## src/rtl/gshare_predictor_v2.sv

```systemverilog
`default_nettype none
// ============================================================================
// Module      : gshare_predictor_v2
// Description : Clocked gshare branch direction predictor. Speculatively
//               updates global history at predict time. Restores history on
//               mispredict. Overrides unconditional jumps to taken. Clears
//               its counter table with a sequential init walk, and keeps
//               lookup/mispredict performance counters.
// Revision    : 2.0 - parametrised, clocked successor to the fetch gshare
// ============================================================================
module gshare_predictor_v2 #(
  parameter int INDEX_BITS = 8,
  parameter int GHR_BITS   = 8,
  parameter int CNT_BITS   = 2,
  parameter int PERF_BITS  = 32
) (
  input  logic                  clk,
  input  logic                  rst_n,
  output logic                  ready,
  input  logic                  pred_valid,
  input  logic [INDEX_BITS-1:0] pred_pc,
  input  logic [6:0]            pred_opcode,
  output logic                  pred_taken,
  output logic [GHR_BITS-1:0]   pred_ghr,
  input  logic                  upd_valid,
  input  logic [INDEX_BITS-1:0] upd_pc,
  input  logic [GHR_BITS-1:0]   upd_ghr,
  input  logic                  upd_is_cond,
  input  logic                  upd_taken,
  input  logic                  upd_mispredict,
  output logic [PERF_BITS-1:0]  perf_lookups,
  output logic [PERF_BITS-1:0]  perf_mispredicts
);

  localparam int                  c_depth    = 1 << INDEX_BITS;
  localparam logic [INDEX_BITS-1:0] c_last_ptr = '1;
  localparam logic [CNT_BITS-1:0] c_cnt_max  = '1;
  localparam logic [CNT_BITS-1:0] c_wnt      = {1'b0, {(CNT_BITS-1){1'b1}}};
  localparam logic [6:0]          c_op_br    = 7'b1100011;
  localparam logic [6:0]          c_op_jal   = 7'b1101111;
  localparam logic [6:0]          c_op_jalr  = 7'b1100111;

  // Reject parameter combinations the index/history logic cannot represent.
  generate
    if (GHR_BITS > INDEX_BITS) begin : g_chk_ghr_len
      $error("gshare_predictor_v2: GHR_BITS must not exceed INDEX_BITS");
    end
    if (GHR_BITS < 2) begin : g_chk_ghr_min
      $error("gshare_predictor_v2: GHR_BITS must be at least 2");
    end
    if ((CNT_BITS < 2) || (CNT_BITS > 4)) begin : g_chk_cnt
      $error("gshare_predictor_v2: CNT_BITS must be in 2..4");
    end
  endgenerate

  typedef enum logic [0:0] {
    ST_INIT = 1'b0,
    ST_RUN  = 1'b1
  } state_t;

  state_t                r_state;
  state_t                w_state_next;
  logic [INDEX_BITS-1:0] r_ptr;
  logic [GHR_BITS-1:0]   r_ghr;
  logic [CNT_BITS-1:0]   r_table [c_depth];
  logic [PERF_BITS-1:0]  r_perf_lookups;
  logic [PERF_BITS-1:0]  r_perf_mispredicts;

  logic                  w_run;
  logic [INDEX_BITS-1:0] w_pred_idx;
  logic [INDEX_BITS-1:0] w_upd_idx;
  logic                  w_is_branch;
  logic                  w_is_jump;
  logic                  w_pred_msb;
  logic                  w_lookup;
  logic                  w_table_we;
  logic                  w_recover;
  logic [CNT_BITS-1:0]   w_upd_cnt;
  logic [CNT_BITS-1:0]   w_upd_cnt_next;

  assign w_run       = (r_state == ST_RUN);
  assign w_pred_idx  = pred_pc ^ INDEX_BITS'(r_ghr);
  assign w_upd_idx   = upd_pc ^ INDEX_BITS'(upd_ghr);
  assign w_is_branch = (pred_opcode == c_op_br);
  assign w_is_jump   = (pred_opcode == c_op_jal) || (pred_opcode == c_op_jalr);
  assign w_pred_msb  = r_table[w_pred_idx][CNT_BITS-1];
  assign w_lookup    = w_run && pred_valid && w_is_branch;
  assign w_table_we  = w_run && upd_valid && upd_is_cond;
  assign w_recover   = w_run && upd_valid && upd_mispredict;
  assign w_upd_cnt   = r_table[w_upd_idx];

  // FSM state register: INIT after reset, RUN once the table walk finishes.
  always_ff @(posedge clk or negedge rst_n) begin
    if (!rst_n) r_state <= ST_INIT;
    else        r_state <= w_state_next;
  end

  // FSM next state and status outputs.
  always_comb begin
    w_state_next = r_state;
    ready        = 1'b0;
    case (r_state)
      ST_INIT: if (r_ptr == c_last_ptr) w_state_next = ST_RUN;
      ST_RUN:  ready = 1'b1;
      default: w_state_next = ST_INIT;
    endcase
  end

  // Init pointer walks every table entry once per reset.
  always_ff @(posedge clk or negedge rst_n) begin
    if (!rst_n)                 r_ptr <= '0;
    else if (r_state == ST_INIT) r_ptr <= r_ptr + 1'b1;
  end

  // Saturating step of the counter being resolved.
  always_comb begin
    w_upd_cnt_next = w_upd_cnt;
    if (upd_taken) begin
      if (w_upd_cnt != c_cnt_max) w_upd_cnt_next = w_upd_cnt + 1'b1;
    end else begin
      if (w_upd_cnt != '0) w_upd_cnt_next = w_upd_cnt - 1'b1;
    end
  end

  // Counter table: init walk writes weakly-not-taken, RUN applies branch outcomes.
  always_ff @(posedge clk) begin
    if (r_state == ST_INIT) r_table[r_ptr]     <= c_wnt;
    else if (w_table_we)    r_table[w_upd_idx] <= w_upd_cnt_next;
  end

  // Direction is combinational; the table read sees the pre-update value.
  assign pred_taken = w_run && pred_valid && (w_is_jump || (w_is_branch && w_pred_msb));
  assign pred_ghr   = r_ghr;

  // Global history: mispredict recovery overrides the speculative shift.
  always_ff @(posedge clk or negedge rst_n) begin
    if (!rst_n) begin
      r_ghr <= '0;
    end else if (w_recover) begin
      r_ghr <= upd_is_cond ? {upd_ghr[GHR_BITS-2:0], upd_taken} : upd_ghr;
    end else if (w_lookup) begin
      r_ghr <= {r_ghr[GHR_BITS-2:0], pred_taken};
    end
  end

  // Performance counters, free-running and wrapping.
  always_ff @(posedge clk or negedge rst_n) begin
    if (!rst_n) begin
      r_perf_lookups     <= '0;
      r_perf_mispredicts <= '0;
    end else begin
      if (w_lookup)  r_perf_lookups     <= r_perf_lookups + 1'b1;
      if (w_recover) r_perf_mispredicts <= r_perf_mispredicts + 1'b1;
    end
  end

  assign perf_lookups     = r_perf_lookups;
  assign perf_mispredicts = r_perf_mispredicts;

endmodule
`default_nettype wire

```

## config.mk

```make
export PLATFORM = sky130hd
export DESIGN_NAME = gshare_predictor_v2
export DESIGN_NICKNAME = d
export VERILOG_FILES = /design/src/rtl/gshare_predictor_v2.sv
export SDC_FILE = /design/constraint.sdc
export NUM_CORES = 1
export LEC_CHECK = 0
export CORE_MARGIN = 2
export CORE_UTILIZATION = 30
export CTS_CLUSTER_DIAMETER = 150
export DETAILED_ROUTE_END_ITERATION = 10
export GPL_TIMING_DRIVEN = 0
export PLACE_DENSITY = 0.48
export SLEW_MARGIN = 10
export SYNTH_ARGS = -nofsm -noshare
export SYNTH_HDL_FRONTEND = slang
export SYNTH_SLANG_ARGS = --single-unit
```

## constraint.sdc

```tcl
create_clock -name clk -period 21.1 [get_ports clk]
set_input_delay 4.22 -clock clk [delete_from_list [all_inputs] [get_ports clk]]
set_output_delay 4.22 -clock clk [all_outputs]
set_load 0.005 [all_outputs]
```

# Yosys cells after proc, flatten, opt, wreduce, memory -nomap -nowiden
# Memory sizes are Yosys's and may differ from the RTL's.
# Index checks and enable logic that the tools add are counted.
# Widths: inputs -> output; s select.
[classes]
n_addsub = 5
eq_ne = 5
mux = 16
bitwise_logic = 2
reduce_logical = 12
[ops]
columns = ["cell", "n"]
rows = [
  ["$add 32x1->32 const B", 2],
  ["$mux 8", 4],
  ["$eq 7x7->1 const B", 3],
  ["$xor 8x8->8", 2],
  ["$add 8x1->8 const B", 1],
  ["$eq 8x8->1 const B", 1],
  ["$mux 1", 8],
  ["$mux 2", 4],
  ["$logic_and 1x1->1", 7],
  ["$reduce_bool 2->1", 2],
  ["$add 2x1->2 const B", 1],
  ["$logic_or 1x1->1", 2],
  ["$ne 2x2->1 const B", 1],
  ["$reduce_or 2->1", 1],
  ["$sub 2x1->2 const B", 1],
]
[totals]
regBits = 81
ramBits = 512
inputBits = 38
output_inout_bits = 74
elab_cells = 46
n_memories = 1
[mem_list]
columns = ["memory", "words", "width", "read_ports", "rd_ports_with_merged_regs", "write_ports", "line_no", "rtl"]
rows = [
  ["r_table", 256, 2, 2, 0, 1, "65", "logic [CNT_BITS-1:0] r_table [c_depth];"],
]

# Longest topological paths before layout
[depth]
word_depth = 7
mapped_depth = 13
mapped_depth_nobuf = 9

# Worst setup path after synthesis
# No wires, ideal clock.
[synth_path]
path_type = "input to register"
startpoint = "input port upd_ghr[0]"
endpoint = "memory r_table[0][1] (data pin)"
setup_ps = 1391
arrival_time_ps = 12101
t_required_ps = 19709
setup_slack_ps = 7609
path_stages = 12
n_path_buf = 4
path_cell_list = "xor2_2 buf_6 buf_12 buf_12 buf_12 mux2i_1 mux2_2 o2111a_1 a22oi_2 o211ai_1 maj3_2 nor2_1"
[synth_between]
elab_chain_len = 6
word_cells_on_any_way = 10
classes_between = "add/sub (2); eq/ne (1); mux (4); bitwise (1); reduce/logical (1); memory (1)"
[synth_rtl]
columns = ["element", "line_no", "rtl"]
rows = [
  ["start: declaration", "27", "input logic [GHR_BITS-1:0] upd_ghr,"],
  ["$xor 8x8->8 *", "83", "assign w_upd_idx = upd_pc ^ INDEX_BITS'(upd_ghr);"],
  ["$mem_v2 256x2 *", "-", ""],
  ["$sub 2x1->2, or another cell as far along", "121", "if (w_upd_cnt != '0) w_upd_cnt_next = w_upd_cnt - 1'b1;"],
  ["$mux 2, on equally long branches", "121, 119", ""],
  ["$mux 2 *", "118", "if (upd_taken) begin"],
  ["$mux 2 (no line) *", "-", ""],
  ["end: declaration", "65", ""],
]
# Mark *: on every way between the ends. The rest lies on a longest branch, timed or not.

# Worst setup path in the final report
[layout_path]
startpoint = "input port pred_pc[1]"
endpoint = "output port pred_taken"
[layout_between]
elab_chain_len = 5
[layout_rtl]
columns = ["element", "line_no", "rtl"]
rows = [
  ["start: declaration", "21", "input logic [INDEX_BITS-1:0] pred_pc,"],
  ["$xor 8x8->8", "82", "assign w_pred_idx = pred_pc ^ INDEX_BITS'(r_ghr);"],
  ["$mem_v2 256x2", "-", ""],
  ["$logic_and 1x1->1", "132", "assign pred_taken = w_run && pred_valid && (w_is_jump || (w_is_branch && w_pred_msb));"],
  ["$logic_or 1x1->1", "132", ""],
  ["$logic_and 1x1->1", "132", ""],
  ["end: declaration", "23", "output logic pred_taken,"],
]
# No other way between the ends.

==> results by group <==
Finish
  • Layout cells sized above 1: 20.4%
  • Util after Layout: 35.9%
  • # nets final: 1,916
  • Area growth from synthesis to layout: 19.0%
  • Final standard cell area without fillers: 0.0322 mm^2
  • Cell Count, Final, Fillers Out: 3,104
  • Number of fillers in the final layout: 8,530

GRT
  • Met1 track demand over resource: 28.5%
  • Number of antenna violations at the first check in global routing: 3
  • Grt met3 use: 4.89%
  • Top Usage Layer GRT: met2
  • First-pass GRT wire length: 135,000 um
  • Met2 track demand over resource in global routing: 32.3%
  • Global Route Usage Sum: 20.5%
  • Total grt overflow: 0
  • Number of global-route vias before repair: 17,362
  • Pin count of the biggest net entering global routing: 88

Placed design
  • Instance area at placement: 0.0300 mm^2
  • Post-Place Cells: 2,981
  • RD Place Congestion: 0.920
  • Estimated wirelength of the detail-placed design: 65,200 um
  • Port-buffer cells: 111

Floorplan
  • Core box area: 0.0897 mm^2
  • Die Ht: 304 um
  • Effective utilization at floorplan: 30.1%
  • Die Footprint: 0.0926 mm^2
  • I/O pin count: 112
  • Total number of placement rows: 110
  • Horizontal die dimension: 304 um

Synth
  • Mux contribution to synthesized area: 19.1%
  • Avg Cell Area, Syn: 16.1 um^2
  • Adder-Cell Fraction of Synth Area: 0.222%
  • Largest family of logic cells by synthesized area: multiplexers
  • XOR/XNOR Fraction of Synth Area: 3.12%
  • Ys flop type: edfxtp_1
  • Syn nets: 1,721
  • Number of cells produced by synthesis: 1,680
  • Post-synthesis simple-gate area fraction: 8.54%
  • Fraction of the yosys area taken by sequential cells: 64.3%
  • Count of flip-flops with a built-in enable after synthesis: 512
  • Share of the synthesized area in compound gates (AO/OA/AOI/OAI): 2.45%
  • Number of warnings reported in the yosys synthesis log: 0
  • Post-synth cell types: 59
  • Mapped cell area: 0.0271 mm^2
  • Synth async-reset ratio: 13.7%
  • #FFs+latches synth: 593

Route
  • Residual antenna-violating net count after detailed routing: 0
  • Routed length per instance: 30.7 um
  • Drc violations: 0
  • Drt pass-1 iters: 7
  • Vias: 17,084
  • Mean number of vias per cell: 5.50
  • Detailed router's first-iteration violation count: 2,145
  • Total detailed-routing wirelength: 95,400 um

Timing
  • Setup repair after global routing missed its margin: false
  • Setup violations, final: 0
  • Slew @ Worst Pin: 1.40 ns
  • Number of endpoints with negative hold slack in the final report: 0
  • Highest achievable clock rate: 74.0 MHz
  • Final Hold Slack: 0.475 ns
  • Worst slew slack as a fraction of its limit: 6.10%
  • Share of the clock period used by the worst path after layout: 64.1%
  • Minimum clock period: 13.52 ns
  • Number of max-slew violations in the final report: 0
  • Final worst clock skew: 0.0343 ns

Setup path
  • Kind of critical path: primary input to output pin
  • Worst setup slack for register-to-register paths: 16.42 ns
  • Highest-delay cell along the critical path: clkbuf_1
  • Worst path cell trace: clkdlybuf4s50_1 -> xor2_2 -> clkbuf_1 -> mux4_2 -> mux4_2 -> mux2i_1 -> nor2_1 -> nor4_1 -> o21ai_1 -> a41oi_1 -> nor2_1 -> clkdlybuf4s50_1
  • Worst R2R Start: pred_ghr[1]
  • Arrival time of data at the critical path endpoint: 9.30 ns
  • Data required time at the worst endpoint: 16.88 ns
  • Kind of end point of the critical path: output pin
  • Slowest stage delay, CP: 0.99 ns
  • Register-to-Register Path Depth: 10
  • Launching element type of the critical path: primary input
  • Total stage count of the critical path: 12
  • Cell family with the largest share of critical-path delay: buffers and inverters
  • End of the worst register-to-register path: pred_ghr[0]
  • Largest fanout of any net on the critical path: 10
  • Buffers plus inverters on the worst setup path: 3

Clock tree
  • CTS tree: done
  • Insertion delay of the later-clocked pin in the worst-skew pair: 0.63 ns
  • CTS Buf Count: 68
  • Clock transition at the registers of the reported paths: 0.05 ns
  • Maximum clock insertion buffer count: 3
  • Count of hold buffers inserted by post-cts repair: 0
  • Gates resized, CTS repair: 0
  • CTS sink count: 593
  • Clock tree root driver cell: clkbuf_16
  • Number of H-tree levels: 3
  • Post CTS Setup Buffer Count: 0

Pwr
  • Overall power of the completed layout: 0.00260 W
  • Power density relative to cell area: 80.7 mW/mm^2
  • Worst VDD drop: 0.0499 mV
  • Power share of the sequential group: 48.4%
  • Switching share of power: 23.5%
  • Clock share of power: 44.8%
  • Part of the power in combinational logic: 6.8%
  • Cell internal power dissipation: 0.00199 W
  • Leakage Power: 10.1 nW
  • Net Sw Power: 0.000611 W

Worst hold path
  • Worst hold-check path type: flop to flop
  • End of the worst hold path: perf_lookups[31]
  • Startpoint of the lowest-slack hold path: perf_lookups[31]
  • Worst hold stages: 1

Outcome
  • Status: finished, final reports clean

Run
  • Max-cap check violation count: 0
==> worst max path at each step <==
stage / start / to / slack, ns
2_1_floorplan: upd_ghr[0] / r_table[0][1] / 7.61
6_report: pred_pc[1] / pred_taken / 7.58
4_1_cts: pred_pc[1] / pred_taken / 7.65
5_1_grt: pred_pc[1] / pred_taken / 7.48
3_5_place_dp: pred_pc[1] / pred_taken / 7.67
3_3_place_gp: upd_ghr[2] / r_table[184][1] / -1.21
==> synthesized netlist by cell type, types with 3 or more instances <==
master	instances	area share, %
a211oi_1	13	0.36
a21oi_1	14	0.26
a22oi_1	14	0.39
a31oi_1	4	0.092
and3_1	17	0.39
and4_1	8	0.26
buf_12	5	0.37
buf_2	20	0.37
buf_4	10	0.28
buf_6	7	0.29
buf_8	3	0.17
clkbuf_1	48	0.67
dfrtp_1	81	7.5
edfxtp_1	512	57
ha_1	3	0.14
inv_1	5	0.069
mux2_2	7	0.29
mux2i_1	44	1.6
mux4_1	3	0.29
mux4_2	203	17
nand2_1	112	1.6
nand3_1	38	0.70
nand3b_1	4	0.11
nand4_1	18	0.42
nor2_1	293	4.1
nor2b_1	12	0.28
nor3_1	17	0.31
nor4_1	3	0.069
o211ai_1	3	0.083
o21ai_0	11	0.20
o21ai_1	5	0.092
o22ai_1	8	0.18
or2_2	3	0.069
or3_1	4	0.092
xnor2_1	62	2.0
xor2_1	27	0.87
xor2_2	4	0.24
==> power groups by stage <==
stage | sequential (W) | combinational (W) | clock, W
6_report | 0.00126 | 0.000177 | 0.00116
5_1_grt | 0.00126 | 0.000181 | 0.00123
3_5_place_dp | 0.00128 | 0.000176 | 0
4_1_cts | 0.00126 | 0.000176 | 0.00118
3_3_place_gp | 0.00128 | 0.000174 | 0
2_1_floorplan | 0.00128 | 0.0000907 | 0
==> routing by layer <==
metal	wire (um)	vias to the layer above
li1	-	6988
met1	40500	9021
met2	43900	915
met3	8270	156
met4	2710	4
met5	34	-
==> layout make-up <==
cell class	instances	area [um^2]	area share, %
sequential	593	17400	54.1
buffer	95	603	1.87
clock inverter	30	278	0.863
antenna	1	2.50	0.00777
tap	1176	1470	4.57
timing repair buffer	125	1440	4.47
multi-input combinational	987	9110	28.3
clock buffer	92	1870	5.80
inverter	5	18.8	0.0583
==> state kept, by name, summed over array words and instances, names as in the netlist <==
| signal | flops |
|---|---|
| perf_lookups | 32 |
| pred_ghr | 8 |
| r_state | 1 |
| r_table | 512 |
| r_ptr | 8 |
| perf_mispredicts | 32 |
==> through the flow <==
stage / worst slack [ns] / TNS [ns]
2_1_floorplan: 7.61 / 0
3_3_place_gp: -1.21 / -308.04
3_5_place_dp: 7.67 / 0
4_1_cts: 7.65 / 0
5_1_grt: 7.48 / 0
6_report: 7.58 / 0
==> layout by cell type (no fill, tap or decap), types with 14 or more instances in the layout <==
master | Yosys | final
edfxtp_1 | 512 | 512
a21oi_1 | 14 | 14
a22oi_1 | 14 | 14
buf_2 | 20 | 20
clkbuf_1 | 48 | 55
nand4_1 | 18 | 18
nor3_1 | 17 | 17
dfrtp_1 | 81 | 81
nor2_1 | 293 | 292
xor2_1 | 27 | 25
mux2i_1 | 44 | 44
and3_1 | 17 | 17
xnor2_1 | 62 | 60
clkbuf_16 | 0 | 71
nand3_1 | 38 | 38
clkdlybuf4s50_1 | 0 | 110
mux4_2 | 203 | 203
nand2_1 | 112 | 111
==> worst register-to-register path: cells and delay by family (launching register included) <==
family                    cells  cell delay, ns
muxes                         3            1.19
buffers and inverters         1            1.01
xor gates and xnor gates      1            1.00
and+or+nand+nor               3            0.55
DFF                           1            0.47
AOI/OAI and AO/OA             2            0.32
==> logic make-up after synthesis <==
group,count (synthesis)
flip-flops,593
adder cells (fa/ha/maj),5
AND/OR/NAND/NOR,537
AO/OA/AOI/OAI,95
XOR/XNOR,93
multiplexers,257
buffers and inverters,100
Note: power is estimated with default switching activity, not from simulation.
